==> config.mk <==
export PLATFORM = sky130hd
export DESIGN_NAME = csr_access_ctrl_flat
export DESIGN_NICKNAME = d
export VERILOG_FILES = /design/src/rtl/csr_pkg.sv /design/src/rtl/csr_access_ctrl_if.sv /design/src/rtl/csr_wmask_gen.sv /design/src/rtl/csr_access_ctrl.sv /design/src/flat_wrapper.sv
export SDC_FILE = /design/constraint.sdc
export NUM_CORES = 1
export LEC_CHECK = 0
export ABC_AREA = 1
export ABC_CLOCK_PERIOD_IN_PS = 26000
export CAP_MARGIN = 40
export CORE_AREA = 3 3 274 276
export CTS_CLUSTER_DIAMETER = 40
export CTS_CLUSTER_SIZE = 24
export DETAILED_ROUTE_END_ITERATION = 6
export DIE_AREA = 0 0 277 279
export RECOVER_POWER = 100
export SYNTH_ARGS = -nofsm -noshare
export SYNTH_HDL_FRONTEND = slang
export SYNTH_SLANG_ARGS = --single-unit
==> constraint.sdc <==
create_clock -name clk -period 26 [get_ports clk]
set_input_delay 3.9 -clock clk [delete_from_list [all_inputs] [get_ports clk]]
set_output_delay 3.9 -clock clk [all_outputs]
set_load 0.05 [all_outputs]
==> src/rtl/csr_pkg.sv <==
// Shared CSR definitions: op codes, machine-mode CSR addresses, exception codes,
// controller FSM states and the legal-CSR check used by CSR requesters.
package csr_pkg;

   typedef enum logic [2:0] {
      OP_NOP   = 3'd0,
      OP_RW    = 3'd1,
      OP_RS    = 3'd2,
      OP_RC    = 3'd3,
      OP_ECALL = 3'd4,
      OP_MRET  = 3'd5
   } csr_op_t;

   localparam logic [11:0] CSR_MSTATUS = 12'h300;
   localparam logic [11:0] CSR_MTVEC   = 12'h305;
   localparam logic [11:0] CSR_MEPC    = 12'h341;
   localparam logic [11:0] CSR_MCAUSE  = 12'h342;

   localparam logic [3:0] ECODE_ECALL_M = 4'd11;
   localparam logic [3:0] ECODE_ILLEGAL = 4'd2;

   typedef enum logic [2:0] {
      ST_IDLE  = 3'd0,
      ST_EXEC  = 3'd1,
      ST_TRAP  = 3'd2,
      ST_ENTRY = 3'd3,
      ST_RET   = 3'd4,
      ST_RESP  = 3'd5
   } csr_state_t;

   function automatic logic csr_is_legal(input logic [11:0] num);
      return (num == CSR_MSTATUS) || (num == CSR_MTVEC) ||
             (num == CSR_MEPC)    || (num == CSR_MCAUSE);
   endfunction

endpackage

==> src/rtl/csr_access_ctrl_if.sv <==
// Signal bundle between the execute stage / CSR register block (master) and the
// CSR access controller (slave).
// Handshakes (in_valid/in_ready, out_valid/out_ready): a transfer happens on a clock
// edge where valid and ready are both high; the sender keeps valid and its payload
// stable until that edge, and ready never depends on anything but controller state.
interface csr_access_ctrl_if #(
   parameter int XLEN    = 64,
   parameter int ECODE_W = 63
);
   logic               in_valid;
   logic               in_ready;
   logic [2:0]         in_op;
   logic               in_use_imm;
   logic [4:0]         in_zimm;
   logic [XLEN-1:0]    in_rs1;
   logic [4:0]         in_rd;
   logic [11:0]        in_csr;
   logic [XLEN-1:0]    in_pc;

   logic               out_valid;
   logic               out_ready;
   logic               out_rd_wen;
   logic [4:0]         out_rd;
   logic [XLEN-1:0]    out_rd_data;
   logic               out_redirect;
   logic [XLEN-1:0]    out_redirect_pc;

   logic               csr_re;
   logic [11:0]        csr_num;
   logic               csr_we;
   logic [XLEN-1:0]    csr_wmask;
   logic [XLEN-1:0]    csr_wvalue;
   logic [XLEN-1:0]    csr_rvalue;
   logic               ex;
   logic [XLEN-1:0]    epc;
   logic [ECODE_W-1:0] ecode;
   logic               ex_ret;
   logic [XLEN-1:0]    ex_entry;

   modport master (
      output in_valid, in_op, in_use_imm, in_zimm, in_rs1, in_rd, in_csr, in_pc,
      output out_ready, csr_rvalue, ex_entry,
      input  in_ready, out_valid, out_rd_wen, out_rd, out_rd_data, out_redirect,
      input  out_redirect_pc, csr_re, csr_num, csr_we, csr_wmask, csr_wvalue,
      input  ex, epc, ecode, ex_ret
   );

   modport slave (
      input  in_valid, in_op, in_use_imm, in_zimm, in_rs1, in_rd, in_csr, in_pc,
      input  out_ready, csr_rvalue, ex_entry,
      output in_ready, out_valid, out_rd_wen, out_rd, out_rd_data, out_redirect,
      output out_redirect_pc, csr_re, csr_num, csr_we, csr_wmask, csr_wvalue,
      output ex, epc, ecode, ex_ret
   );
endinterface

==> src/rtl/csr_wmask_gen.sv <==
// Turns a CSR op and its source operand into the write strobe, bit mask and value
// seen by the CSR file; set/clear with a zero source must not write at all.
module csr_wmask_gen
   import csr_pkg::*;
#(
   parameter int XLEN = 64
) (
   input  logic [2:0]      op,
   input  logic [XLEN-1:0] src,
   output logic            we,
   output logic [XLEN-1:0] wmask,
   output logic [XLEN-1:0] wvalue
);

   always_comb begin
      we     = 1'b0;
      wmask  = '0;
      wvalue = '0;
      case (op)
         OP_RW: begin
            we     = 1'b1;
            wmask  = '1;
            wvalue = src;
         end
         OP_RS: begin
            we     = (src != '0);
            wmask  = src;
            wvalue = '1;
         end
         OP_RC: begin
            we     = (src != '0);
            wmask  = src;
            wvalue = '0;
         end
         default: ;
      endcase
   end

endmodule

==> src/rtl/csr_access_ctrl.sv <==
// Sequences one CSR/system instruction at a time into CSR or trap/return strobes.
// Optional: define CSR_ACCESS_CTRL_ILLEGAL_TRAP_EN to trap reserved ops / unknown CSRs.
module csr_access_ctrl
   import csr_pkg::*;
#(
   parameter int XLEN    = 64,
   parameter int ECODE_W = 63
) (
   input  logic                clk,
   input  logic                rst,
   csr_access_ctrl_if.slave    bus,
   output csr_state_t          dbg_state
);

`ifdef CSR_ACCESS_CTRL_ILLEGAL_TRAP_EN
   localparam csr_state_t ILLEGAL_NEXT = ST_TRAP;
`else
   localparam csr_state_t ILLEGAL_NEXT = ST_RESP;
`endif

   csr_state_t      state_q, state_d, decode_state;
   logic [3:0]      decode_ecode;
   logic [2:0]      op_q;
   logic [XLEN-1:0] src_q;
   logic [4:0]      rd_q;
   logic [11:0]     csr_q;
   logic [XLEN-1:0] pc_q;
   logic [3:0]      ecode_q;
   logic            rd_wen_q;
   logic [XLEN-1:0] rd_data_q;
   logic            redirect_q;
   logic [XLEN-1:0] redirect_pc_q;
   logic            gen_we;
   logic [XLEN-1:0] gen_wmask, gen_wvalue;

   csr_wmask_gen #(.XLEN(XLEN)) u_wmask_gen (
      .op     (op_q),
      .src    (src_q),
      .we     (gen_we),
      .wmask  (gen_wmask),
      .wvalue (gen_wvalue)
   );

   always_comb begin
      decode_state = ILLEGAL_NEXT;
      decode_ecode = ECODE_ILLEGAL;
      case (bus.in_op)
         OP_NOP:               decode_state = ST_RESP;
         OP_RW, OP_RS, OP_RC:  decode_state = csr_is_legal(bus.in_csr) ? ST_EXEC : ILLEGAL_NEXT;
         OP_ECALL: begin
            decode_state = ST_TRAP;
            decode_ecode = ECODE_ECALL_M;
         end
         OP_MRET:              decode_state = ST_RET;
         default: ;
      endcase
   end

   always_ff @(posedge clk or posedge rst) begin
      if (rst) state_q <= ST_IDLE;
      else     state_q <= state_d;
   end

   always_comb begin
      state_d        = state_q;
      bus.in_ready   = 1'b0;
      bus.out_valid  = 1'b0;
      bus.csr_re     = 1'b0;
      bus.csr_num    = '0;
      bus.csr_we     = 1'b0;
      bus.csr_wmask  = '0;
      bus.csr_wvalue = '0;
      bus.ex         = 1'b0;
      bus.epc        = '0;
      bus.ecode      = '0;
      bus.ex_ret     = 1'b0;
      case (state_q)
         ST_IDLE: begin
            bus.in_ready = 1'b1;
            if (bus.in_valid) state_d = decode_state;
         end
         // Read and write share the cycle: the CSR file commits on this edge, so the
         // value captured here is still the old one.
         ST_EXEC: begin
            bus.csr_re     = 1'b1;
            bus.csr_num    = csr_q;
            bus.csr_we     = gen_we;
            bus.csr_wmask  = gen_wmask;
            bus.csr_wvalue = gen_wvalue;
            state_d        = ST_RESP;
         end
         ST_TRAP: begin
            bus.ex    = 1'b1;
            bus.epc   = pc_q;
            bus.ecode = {{(ECODE_W-4){1'b0}}, ecode_q};
            state_d   = ST_ENTRY;
         end
         ST_ENTRY: state_d = ST_RESP;
         ST_RET: begin
            bus.ex_ret = 1'b1;
            state_d    = ST_RESP;
         end
         ST_RESP: begin
            bus.out_valid = 1'b1;
            if (bus.out_ready) state_d = ST_IDLE;
         end
         default: state_d = ST_IDLE;
      endcase
   end

   always_ff @(posedge clk or posedge rst) begin
      if (rst) begin
         op_q          <= '0;
         src_q         <= '0;
         rd_q          <= '0;
         csr_q         <= '0;
         pc_q          <= '0;
         ecode_q       <= '0;
         rd_wen_q      <= 1'b0;
         rd_data_q     <= '0;
         redirect_q    <= 1'b0;
         redirect_pc_q <= '0;
      end else begin
         case (state_q)
            ST_IDLE: if (bus.in_valid) begin
               op_q          <= bus.in_op;
               src_q         <= bus.in_use_imm ? {{(XLEN-5){1'b0}}, bus.in_zimm} : bus.in_rs1;
               rd_q          <= bus.in_rd;
               csr_q         <= bus.in_csr;
               pc_q          <= bus.in_pc;
               ecode_q       <= decode_ecode;
               rd_wen_q      <= 1'b0;
               rd_data_q     <= '0;
               redirect_q    <= 1'b0;
               redirect_pc_q <= '0;
            end
            ST_EXEC: begin
               rd_data_q <= bus.csr_rvalue;
               rd_wen_q  <= (rd_q != 5'd0);
            end
            // mcause/mepc were written on the previous edge, so mtvec is current here.
            ST_ENTRY: begin
               redirect_pc_q <= bus.ex_entry;
               redirect_q    <= 1'b1;
            end
            ST_RET: begin
               redirect_pc_q <= bus.csr_rvalue;
               redirect_q    <= 1'b1;
            end
            default: ;
         endcase
      end
   end

   assign bus.out_rd_wen      = rd_wen_q;
   assign bus.out_rd          = rd_q;
   assign bus.out_rd_data     = rd_data_q;
   assign bus.out_redirect    = redirect_q;
   assign bus.out_redirect_pc = redirect_pc_q;
   assign dbg_state           = state_q;

endmodule
==> src/flat_wrapper.sv <==
// flat-port wrapper written by rule: the top's interface ports become plain ports
module csr_access_ctrl_flat import csr_pkg::*;
#(
   parameter int XLEN    = 64,
   parameter int ECODE_W = 63
)
  (clk, rst, dbg_state, bus_in_valid, bus_in_op, bus_in_use_imm, bus_in_zimm, bus_in_rs1, bus_in_rd, bus_in_csr, bus_in_pc, bus_out_ready, bus_csr_rvalue, bus_ex_entry, bus_in_ready, bus_out_valid, bus_out_rd_wen, bus_out_rd, bus_out_rd_data, bus_out_redirect, bus_out_redirect_pc, bus_csr_re, bus_csr_num, bus_csr_we, bus_csr_wmask, bus_csr_wvalue, bus_ex, bus_epc, bus_ecode, bus_ex_ret);
  csr_access_ctrl_if #(.XLEN(XLEN), .ECODE_W(ECODE_W)) bus_i ();
  input  logic clk;
  input  logic rst;
  output csr_state_t dbg_state;
  input wire logic [$bits(bus_i.in_valid)-1:0] bus_in_valid;
  input wire logic [$bits(bus_i.in_op)-1:0] bus_in_op;
  input wire logic [$bits(bus_i.in_use_imm)-1:0] bus_in_use_imm;
  input wire logic [$bits(bus_i.in_zimm)-1:0] bus_in_zimm;
  input wire logic [$bits(bus_i.in_rs1)-1:0] bus_in_rs1;
  input wire logic [$bits(bus_i.in_rd)-1:0] bus_in_rd;
  input wire logic [$bits(bus_i.in_csr)-1:0] bus_in_csr;
  input wire logic [$bits(bus_i.in_pc)-1:0] bus_in_pc;
  input wire logic [$bits(bus_i.out_ready)-1:0] bus_out_ready;
  input wire logic [$bits(bus_i.csr_rvalue)-1:0] bus_csr_rvalue;
  input wire logic [$bits(bus_i.ex_entry)-1:0] bus_ex_entry;
  output wire logic [$bits(bus_i.in_ready)-1:0] bus_in_ready;
  output wire logic [$bits(bus_i.out_valid)-1:0] bus_out_valid;
  output wire logic [$bits(bus_i.out_rd_wen)-1:0] bus_out_rd_wen;
  output wire logic [$bits(bus_i.out_rd)-1:0] bus_out_rd;
  output wire logic [$bits(bus_i.out_rd_data)-1:0] bus_out_rd_data;
  output wire logic [$bits(bus_i.out_redirect)-1:0] bus_out_redirect;
  output wire logic [$bits(bus_i.out_redirect_pc)-1:0] bus_out_redirect_pc;
  output wire logic [$bits(bus_i.csr_re)-1:0] bus_csr_re;
  output wire logic [$bits(bus_i.csr_num)-1:0] bus_csr_num;
  output wire logic [$bits(bus_i.csr_we)-1:0] bus_csr_we;
  output wire logic [$bits(bus_i.csr_wmask)-1:0] bus_csr_wmask;
  output wire logic [$bits(bus_i.csr_wvalue)-1:0] bus_csr_wvalue;
  output wire logic [$bits(bus_i.ex)-1:0] bus_ex;
  output wire logic [$bits(bus_i.epc)-1:0] bus_epc;
  output wire logic [$bits(bus_i.ecode)-1:0] bus_ecode;
  output wire logic [$bits(bus_i.ex_ret)-1:0] bus_ex_ret;
  assign bus_i.in_valid = bus_in_valid;
  assign bus_i.in_op = bus_in_op;
  assign bus_i.in_use_imm = bus_in_use_imm;
  assign bus_i.in_zimm = bus_in_zimm;
  assign bus_i.in_rs1 = bus_in_rs1;
  assign bus_i.in_rd = bus_in_rd;
  assign bus_i.in_csr = bus_in_csr;
  assign bus_i.in_pc = bus_in_pc;
  assign bus_i.out_ready = bus_out_ready;
  assign bus_i.csr_rvalue = bus_csr_rvalue;
  assign bus_i.ex_entry = bus_ex_entry;
  assign bus_in_ready = bus_i.in_ready;
  assign bus_out_valid = bus_i.out_valid;
  assign bus_out_rd_wen = bus_i.out_rd_wen;
  assign bus_out_rd = bus_i.out_rd;
  assign bus_out_rd_data = bus_i.out_rd_data;
  assign bus_out_redirect = bus_i.out_redirect;
  assign bus_out_redirect_pc = bus_i.out_redirect_pc;
  assign bus_csr_re = bus_i.csr_re;
  assign bus_csr_num = bus_i.csr_num;
  assign bus_csr_we = bus_i.csr_we;
  assign bus_csr_wmask = bus_i.csr_wmask;
  assign bus_csr_wvalue = bus_i.csr_wvalue;
  assign bus_ex = bus_i.ex;
  assign bus_epc = bus_i.epc;
  assign bus_ecode = bus_i.ecode;
  assign bus_ex_ret = bus_i.ex_ret;
  csr_access_ctrl #(.XLEN(XLEN), .ECODE_W(ECODE_W)) u_core (.clk(clk), .rst(rst), .bus(bus_i), .dbg_state(dbg_state));
endmodule
Word level (Yosys, flattened, before mapping). Index checks and enable logic that the tools add are counted.

Output and inout port bits: 411. Word-level logic and storage cells: 75. Input port bits: 286. Flip-flop bits (word level): 285.

Muxes and demuxes: 27. Reductions and logical operators: 18. Equality and inequality tests: 19.

Operator list (number): 64-bit case mux with 2 select lines (3); 64-bit 2-to-1 mux (5); 64-bit case mux with 3 select lines (1); 64-bit nonzero test (1); 12-bit by 10-bit equality test with 1-bit output, second input constant (4); 3-bit by 2-bit equality test with 1-bit output, second input constant (6); 3-bit equality test, second input constant (4); 12-bit 2-to-1 mux (1); 3-bit case mux with 4 select lines (1); 2-bit AND reduction (5); 3-bit by 1-bit equality test with 1-bit output, second input constant (3); 3-bit 2-to-1 mux (3); 3-bit case mux with 3 select lines (1); 4-bit 2-to-1 mux (2); 1-bit 2-to-1 mux (7); 1-bit case mux with 2 select lines (3); 3-bit OR reduction (2); 5-bit nonzero test (1); 2-bit != test, second input constant (2); 2-bit nonzero test (2); 2-bit OR reduction (2); 3-bit zero test (1); 1-bit logical OR (3); 3-bit nonzero test (1).

Logic depth before layout (Yosys ltp). Gate-level depths: netlist (run 1).

Depth in word-level cells: 8. Depth in mapped cells: 8.

Cells and area by module. Synthesis (run 1) repeated with hierarchy kept, for this count alone.

Cells, all modules: 1996. Area total of the unflattened synthesis: 15048.2 µm².

Modules (own cells, without submodules): csr_access_ctrl (times used 1, area each 13658.1 µm², cells each 1706); csr_wmask_gen (times used 1, area each 1390.1 µm², cells each 290).

Worst setup path before layout (run 1). No wires, ideal clock.

Path type: reg-to-output. Start point: reg u_core.state_q[0], in the netlist u_core.dbg_state[0]. End point: out bus_ecode[3]. Setup slack: 19.772 ns. Path buffers: 3. Stages on the path, launching flop included: 7. Data arrival time: 2.328 ns. Cell sequence: dfrtp_1 -> nor2_4 -> nand2_1 -> buf_2 -> buf_1 -> nor2_1 -> buf_4.

Cells in the longest elaborated chain, start to end: 2.

Ends and longest elaborated chain: from (decl) (RTL line csr_access_ctrl.sv:21) `csr_state_t state_q, state_d, decode_state;`; from (signal assigned) (RTL line csr_access_ctrl.sv:61) `else state_q <= state_d;`; 3-bit by 2-bit equality test with 1-bit output (RTL line csr_access_ctrl.sv:77) `case (state_q)`; 4-bit 2-to-1 mux (RTL line csr_access_ctrl.sv:77); to (decl) (RTL line flat_wrapper.sv:37) `output wire logic [$bits(bus_i.ecode)-1:0] bus_ecode;`.

Every way passes these cells.

==> parameters.txt, run 1 <==
Parameter                              Value

Outcome
  Status ... finished with violations
  Failing checks ... max-capacitance violations, max-slew violations

Finish
  Layout cell share with drive strength beyond 1 ... 5.127%
  Antenna fix cells ... 0
  Number of fillers in the final layout ... 7734
  Layout-stage area growth over the synthesis result ... 63.80%
  Multi-input combinational cell area ... 0.005172 mm^2
  Final net count ... 2639
  Area of all sequential standard cells ... 0.007082 mm^2

Power and ir drop
  Switching Fraction ... 47.94%
  Total chip power ... 3.055 mW
  Part of the power in registers ... 25.6%
  Total net switching power ... 1.465 mW
  Largest vdd supply drop ... 0.08452 mV
  Leakage ... 10.91 nW
  Clock power frac ... 25.6%
  Power Internal ... 1.590 mW
  Logic gate share of total power ... 48.7%
  Total power per unit cell area ... 133.8 mW/mm^2

Worst setup path
  Sort of element at the end of the critical path ... async pin
  Crit-path most repeated cell ... clkbuf_1
  WS Path Type ... input port to async pin
  Crit-path cells ... dlygate4sd3_1 -> clkinvlp_2 -> clkbuf_1 -> clkbuf_1
  Worst setup path start ... rst
  Worst-path cell with the longest stage delay ... clkbuf_1
  Launch point of the worst reg-to-reg path ... u_core.dbg_state[0]
  Critical Path AT ... 11640 ps
  Highest net fanout along the worst path ... 86
  Crit path launch type ... input port
  Largest incremental delay on the critical path ... 3540 ps
  Worst EP required ... 25940 ps

Timing
  Maximum clock rate ... 85.45 MHz
  # setup viols final ... 0
  Worst Tran Pin Value ... 4999 ps
  Period minus WS final ... 11700 ps
  Fin crit share ... 45.01%
  Fin Setup TNS ... 0 ps
  Remaining max-slew budget at the tightest pin ... -233.3%
  Final Hold Vio Count ... 0
  RSZ-0062 raised after global routing ... false
  Final worst clock skew ... 23.49 ps
  Number of slew-limit violations in the final report ... 945

Floorplanning
  Die Ht ... 279 um
  Die width ... 277 um
  Core region area ... 0.07283 mm^2
  Initial standard-cell utilization of the core ... 19.15%
  FP Rows ... 99
  Number of placed I/O pins ... 697
  Die Footprint ... 0.07728 mm^2

Clocking
  Clk pin slew, worst setup/hold paths ... 40 ps
  Count of hold-fix buffers inserted at cts ... 0
  CTS tree ... yes
  Later-pin clock latency in the skew report ... 580 ps
  Post-CTS setup buffers ... 0
  TritonCTS buffer count ... 56
  Htree depth ... 2
  Resized cells post-CTS ... 0
  CTS Root Cell ... clkbuf_16
  Clock sinks ... 283
  CTS Buffer Depth ... 3

Drt
  Wire per inst ... 16.91 um
  Detailed-route vias per instance ... 4.127
  Sum of routed wire length over all layers ... 56.79 mm
  DRC violation count after routing ... 0
  Number of violations reported at the end of detailed-routing iteration 0 ... 718
  First-pass detailed-route iteration total ... 5
  Final ANT Viol Nets ... 0
  Overall via count from detail_route ... 13860

Hold path
  Critical hold path startpoint ... u_core.ecode_q[1]
  Type of the tightest min-delay check ... register to register

Placed design
  Half-perimeter wire length after detailed placement ... 41.07 mm
  Final weighted congestion in routability-driven placement ... 0.8607
  # port buffers ... 636

Global routing
  Vias in the first global route ... 13770
  Global route overflow ... 0
  Antenna violations before repair ... 2
  Pin count of the biggest net entering global routing ... 93
  Aggregate global-route resource usage ... 14.05%
  First-pass GRT wire length ... 84.95 mm

Logic synthesis
  Number of enable-type register cells in the synthesized netlist ... 0
  Post-synthesis instance area ... 0.01394 mm^2
  Complex-gate fraction of the synthesized area ... 14.50%
  Yosys cell types ... 26
  Yosys warnings ... 0
  Sequential cell area fraction in the yosys report ... 50.79%
  Main combinational cell family by area after synthesis ... simple AND/OR/NAND/NOR gates
  Area share of and/or/nand/nor cells after synthesis ... 20.84%
  Parity-gate share of the synthesized area counting xor and xnor cells ... 0%
  Dominant register cell in the synthesized netlist ... dfrtp_1
  Async S/R FF share, synth ... 100.0%
  Fraction of synthesized area in multiplexers ... 0%
  Number of synthesized register bits ... 283
  Adder-cell share of the synthesized area ... 0%
  Count of mapped cells out of synthesis ... 1769
  Synthesized area per cell ... 7.883 um^2

Job
  Max-cap violation count ... 15
-- worst max-delay path: cells and delay by family --
kind / cells / cell delay, ps
buf+inv: 4 / 7540
-- power groups by stage --
stage	logic, mW	registers [mW]	clock network, mW
2_1_floorplan	0.722	1.08	0
3_3_place_gp	1.54	0.783	0
3_5_place_dp	1.55	0.787	0
4_1_cts	1.56	0.787	0.802
5_1_grt	1.60	0.808	0.825
6_report	1.49	0.783	0.783
-- metal layers --
| metal | wire (um) | up-vias | GRT usage (%) |
|---|---|---|---|
| met5 | 23 | - | 0 |
| li1 | - | 6704 | - |
| met1 | 23220 | 6460 | 17.02 |
| met4 | 2365 | 4 | 5.981 |
| met3 | 4631 | 121 | 4.457 |
| met2 | 26550 | 569 | 23.01 |
-- logic make-up (layout without fill, tap and decap cells) --
| group | after synthesis | after routing |
|---|---|---|
| other cells | 1 | 60 |
| simple gates | 716 | 716 |
| flops | 283 | 283 |
| buf+inv | 416 | 987 |
| compound gates | 353 | 353 |
-- layout by cell type (no fill, tap or decap), types with 2 or more instances in the layout --
cell type and instances:
nand3_1 129, clkdlybuf4s50_1 286, clkinv_4 3, nor3_1 3
o31ai_1 5, o21ai_0 150, clkinv_2 7, clkbuf_8 5
buf_4 7, inv_1 221, o22ai_1 2, clkinvlp_4 11
conb_1 60, a21oi_1 131, nor2_1 137, dfrtp_1 283
dlygate4sd3_1 350, nand2_2 3, inv_6 5, clkbuf_1 17
bufinv_16 11, inv_2 3, nand3b_1 2, o221ai_1 64
clkinvlp_2 2, nand2_1 433, nor2_4 3, clkbuf_16 57
-- synthesized netlist by cell type, types with 6 or more instances --
cell      number  area, um^2
a21oi_1      131       655.6
nand2_1      435        1633
buf_1          9       33.78
dfrtp_1      283        7082
buf_4         72       540.5
nor2_1       137       514.2
o21ai_1        6       30.03
clkbuf_1      50       187.7
o21ai_0      145       725.7
nand3_1      131       655.6
o221ai_1      64       560.5
buf_2         55       275.3
inv_1        223       837.1
-- registers in the layout (all words and copies together), names as in the netlist --
name / count
u_core.bus.out_rd_wen: 1
u_core.ecode_q: 2
u_core.bus.out_redirect: 1
u_core.bus.out_rd_data: 64
u_core.bus.out_redirect_pc: 64
u_core.op_q: 3
u_core.dbg_state: 3
u_core.src_q: 64
u_core.pc_q: 64
u_core.bus.out_rd: 5
u_core.csr_q: 12
-- layout make-up --
class                           count  share of cell area [%]
Inverter                          226                   3.725
Timing Repair Buffer              657                   28.40
Multi-Input combinational cell   1129                   22.65
Clock buffer                       66                   6.612
Sequential cell                   283                   31.01
Clock inverter                     38                   2.356
Tap cell                          959                   5.253
-- final timing paths --
kind	to	slack, ps	depth (start not counted)
min reg2reg	u_core.ecode_q[1]	450	2
min	u_core.ecode_q[1]	450	2
max reg2reg	u_core.bus.out_rd[4]	20120	7
max	u_core.src_q[34]	14300	4
max in group clk	bus_csr_num[1]	15080	6
min in group asynchronous	u_core.pc_q[12]	4190	2
-- through the flow --
stage | cell area [um^2] | hold slack [ps] | cells | utilization [%] | worst slack [ps]
5_1_grt | 22840 | 474.4 | 3358 | 31.36 | 12600
3_5_place_dp | 20910 | 439.0 | 3254 | 28.71 | 18850
6_report | 22840 | 446.9 | 3358 | 31.36 | 14300
2_1_floorplan | 14170 | 422.5 | 1828 | - | 14290
3_3_place_gp | 20840 | 433.2 | 3251 | 28.61 | 18920
4_1_cts | 22960 | 450.6 | 3358 | 31.52 | 18200
Note: power is estimated with default switching activity, not from simulation.
==> inputs of run 2 (changes only) <==
ABC_CLOCK_PERIOD_IN_PS = 10200   (was 26000)
CORE_AREA = 3 3 273 275   (was 3 3 274 276)
DIE_AREA = 0 0 276 278   (was 0 0 277 279)
clock period = 10.2 ns   (was 26 ns; I/O delays follow)
==> run 2 against run 1 <==
The run still ends with max-capacitance violations, max-slew violations left. Design area shrank 0.14%. Combinational power grew to 2.5 times the previous value. Register-to-register slack lost 16000 ps. Setup slack lost 11000 ps. Sequential share of layout area is essentially flat. Clock power grew 140%. Cell count is the same. Routed wire length shrank 2.9%. Die area shrank 0.72%. Critical path depth grew 1. Sequential cell count is the same. Critical endpoint is now bus_csr_re.
==> parameters.txt, run 2 (same netlist as run 1, synthesis figures left out) <==
Parameter                              Value

Drt
  First-pass detailed-route iteration total ... 5
  DRC violation count after routing ... 0
  Overall via count from detail_route ... 13790
  Number of violations reported at the end of detailed-routing iteration 0 ... 728
  Detailed-route vias per instance ... 4.106
  Sum of routed wire length over all layers ... 55.12 mm
  Wire per inst ... 16.41 um
  Final ANT Viol Nets ... 0

Clocking
  Later-pin clock latency in the skew report ... 600 ps
  Count of hold-fix buffers inserted at cts ... 0
  CTS tree ... yes
  CTS Buffer Depth ... 3
  CTS Root Cell ... clkbuf_16
  Clk pin slew, worst setup/hold paths ... 50 ps
  Resized cells post-CTS ... 0
  TritonCTS buffer count ... 55
  Htree depth ... 2
  Clock sinks ... 283
  Post-CTS setup buffers ... 0

Worst setup path
  Largest incremental delay on the critical path ... 1600 ps
  WS Path Type ... register to output pin
  Crit-path cells ... inv_1 -> nand3_1 -> clkbuf_1 -> inv_1 -> dlygate4sd3_1
  Worst setup path start ... u_core.dbg_state[2]
  Critical Path AT ... 5500 ps
  Critical register-to-register path endpoint ... u_core.src_q[4]
  Crit-path most repeated cell ... inv_1
  Worst EP required ... 8670 ps
  Crit path launch type ... register
  Depth of the worst register-to-register path ... 6
  Kind of cell adding the most delay to the critical path ... buffers and inverters
  Worst-path cell with the longest stage delay ... nand3_1
  Launch point of the worst reg-to-reg path ... u_core.dbg_state[0]
  Worst-case register-to-register setup slack ... 4390 ps
  Sort of element at the end of the critical path ... output pin
  Highest net fanout along the worst path ... 52
  Number of buffers and inverters on the critical path ... 4

Timing
  Final Hold Vio Count ... 0
  Final worst clock skew ... 16.56 ps
  Remaining max-slew budget at the tightest pin ... -188.9%
  Number of slew-limit violations in the final report ... 510
  Period minus WS final ... 7034 ps
  Fin Setup TNS ... 0 ps
  Worst hold slack across all endpoints ... 464.6 ps
  RSZ-0062 raised after global routing ... false
  Fin crit share ... 68.97%
  Minimum setup slack in the final design ... 3166 ps
  Maximum clock rate ... 142.2 MHz
  # setup viols final ... 0
  Worst Tran Pin Value ... 4309 ps

Finish
  Layout cell share with drive strength beyond 1 ... 5.509%
  Non-filler cells, final ... 3358
  Number of fillers in the final layout ... 7778
  Most common library cell in the layout ignoring fill and taps ... nand2_1
  Most frequent cells in the layout ... nand2_1, dlygate4sd3_1, clkdlybuf4s50_1
  Final net count ... 2635
  Fin area ... 0.02281 mm^2
  Layout-stage area growth over the synthesis result ... 63.56%
  Utilization of the core after routing ... 31.42%

Global routing
  Aggregate global-route resource usage ... 13.64%
  Vias in the first global route ... 13400
  Pin count of the biggest net entering global routing ... 135
  Global route overflow ... 0
  First-pass GRT wire length ... 82.90 mm
  Antenna violations before repair ... 5

Hold path
  Endpoint, Worst Hold ... u_core.ecode_q[1]
  Hold path cells ... 2
  Critical hold path startpoint ... u_core.ecode_q[1]
  Type of the tightest min-delay check ... register to register

Placed design
  # port buffers ... 636
  Placed instance count ... 3251
  Final weighted congestion in routability-driven placement ... 0.8616
  Worst slack, placed ... 5745 ps
  Half-perimeter wire length after detailed placement ... 39.63 mm
  Placed instance area ... 0.02089 mm^2

Floorplanning
  Die width ... 276 um
  Initial standard-cell utilization of the core ... 19.21%
  Die Ht ... 278 um
  FP Rows ... 99
  Die Footprint ... 0.07673 mm^2
  Core region area ... 0.07259 mm^2
  Number of placed I/O pins ... 697

Outcome
  Failing checks ... max-capacitance violations, max-slew violations
  Status ... finished with violations

Power and ir drop
  Total power per unit cell area ... 336.3 mW/mm^2
  Leakage ... 10.91 nW
  Largest vdd supply drop ... 0.1947 mV
  Total chip power ... 7.671 mW

Job
  Max-cap violation count ... 8
-- run 2: per-layer routing --
layer | part of all wire (%) | GRT usage [%] | vias to the layer above
li1 | - | - | 6717
met1 | 42 | 16.90 | 6428
met2 | 47 | 22.39 | 556
met3 | 8.7 | 4.438 | 84
met4 | 3.0 | 4.536 | 4
met5 | 0.034 | 0 | -
-- run 2: cell type report --
type                    instances  area (um^2)  area share, %
diodes                          3        7.507        0.03291
multi-input cells            1129         5172          22.68
clock buffers                  60         1456          6.385
inverters                     226        852.1          3.736
clock inverters                44        530.5          2.326
flip-flops and latches        283         7082          31.05
well taps                     959         1200          5.261
repair buffers                654         6507          28.53
-- run 2: worst register-to-register path, cell delays in order (launching register included) --
cell and delay (ps):
dfrtp_1 460, nor2_4 180, nand2_2 100, nor2_1 2300, inv_4 510, clkbuf_1 1400, o31ai_1 710
-- run 2: worst max path at each step --
stage                                       to  slack (ps)  cells after the start
after CTS                    bus_csr_wmask[16]        5100                      5
after detailed placement     bus_csr_wmask[16]        5740                      5
final                               bus_csr_re        3170                      5
after global placement      bus_csr_wvalue[10]        5560                      5
after floorplan           u_core.bus.out_rd[0]         860                      1
after global routing                bus_csr_re        2570                      5
-- run 2: power by group --
part	total (mW)	switching (mW)	internal (mW)
logic	3.78	2.72	1.07
registers	1.98	0.337	1.64
clock network	1.91	0.698	1.21
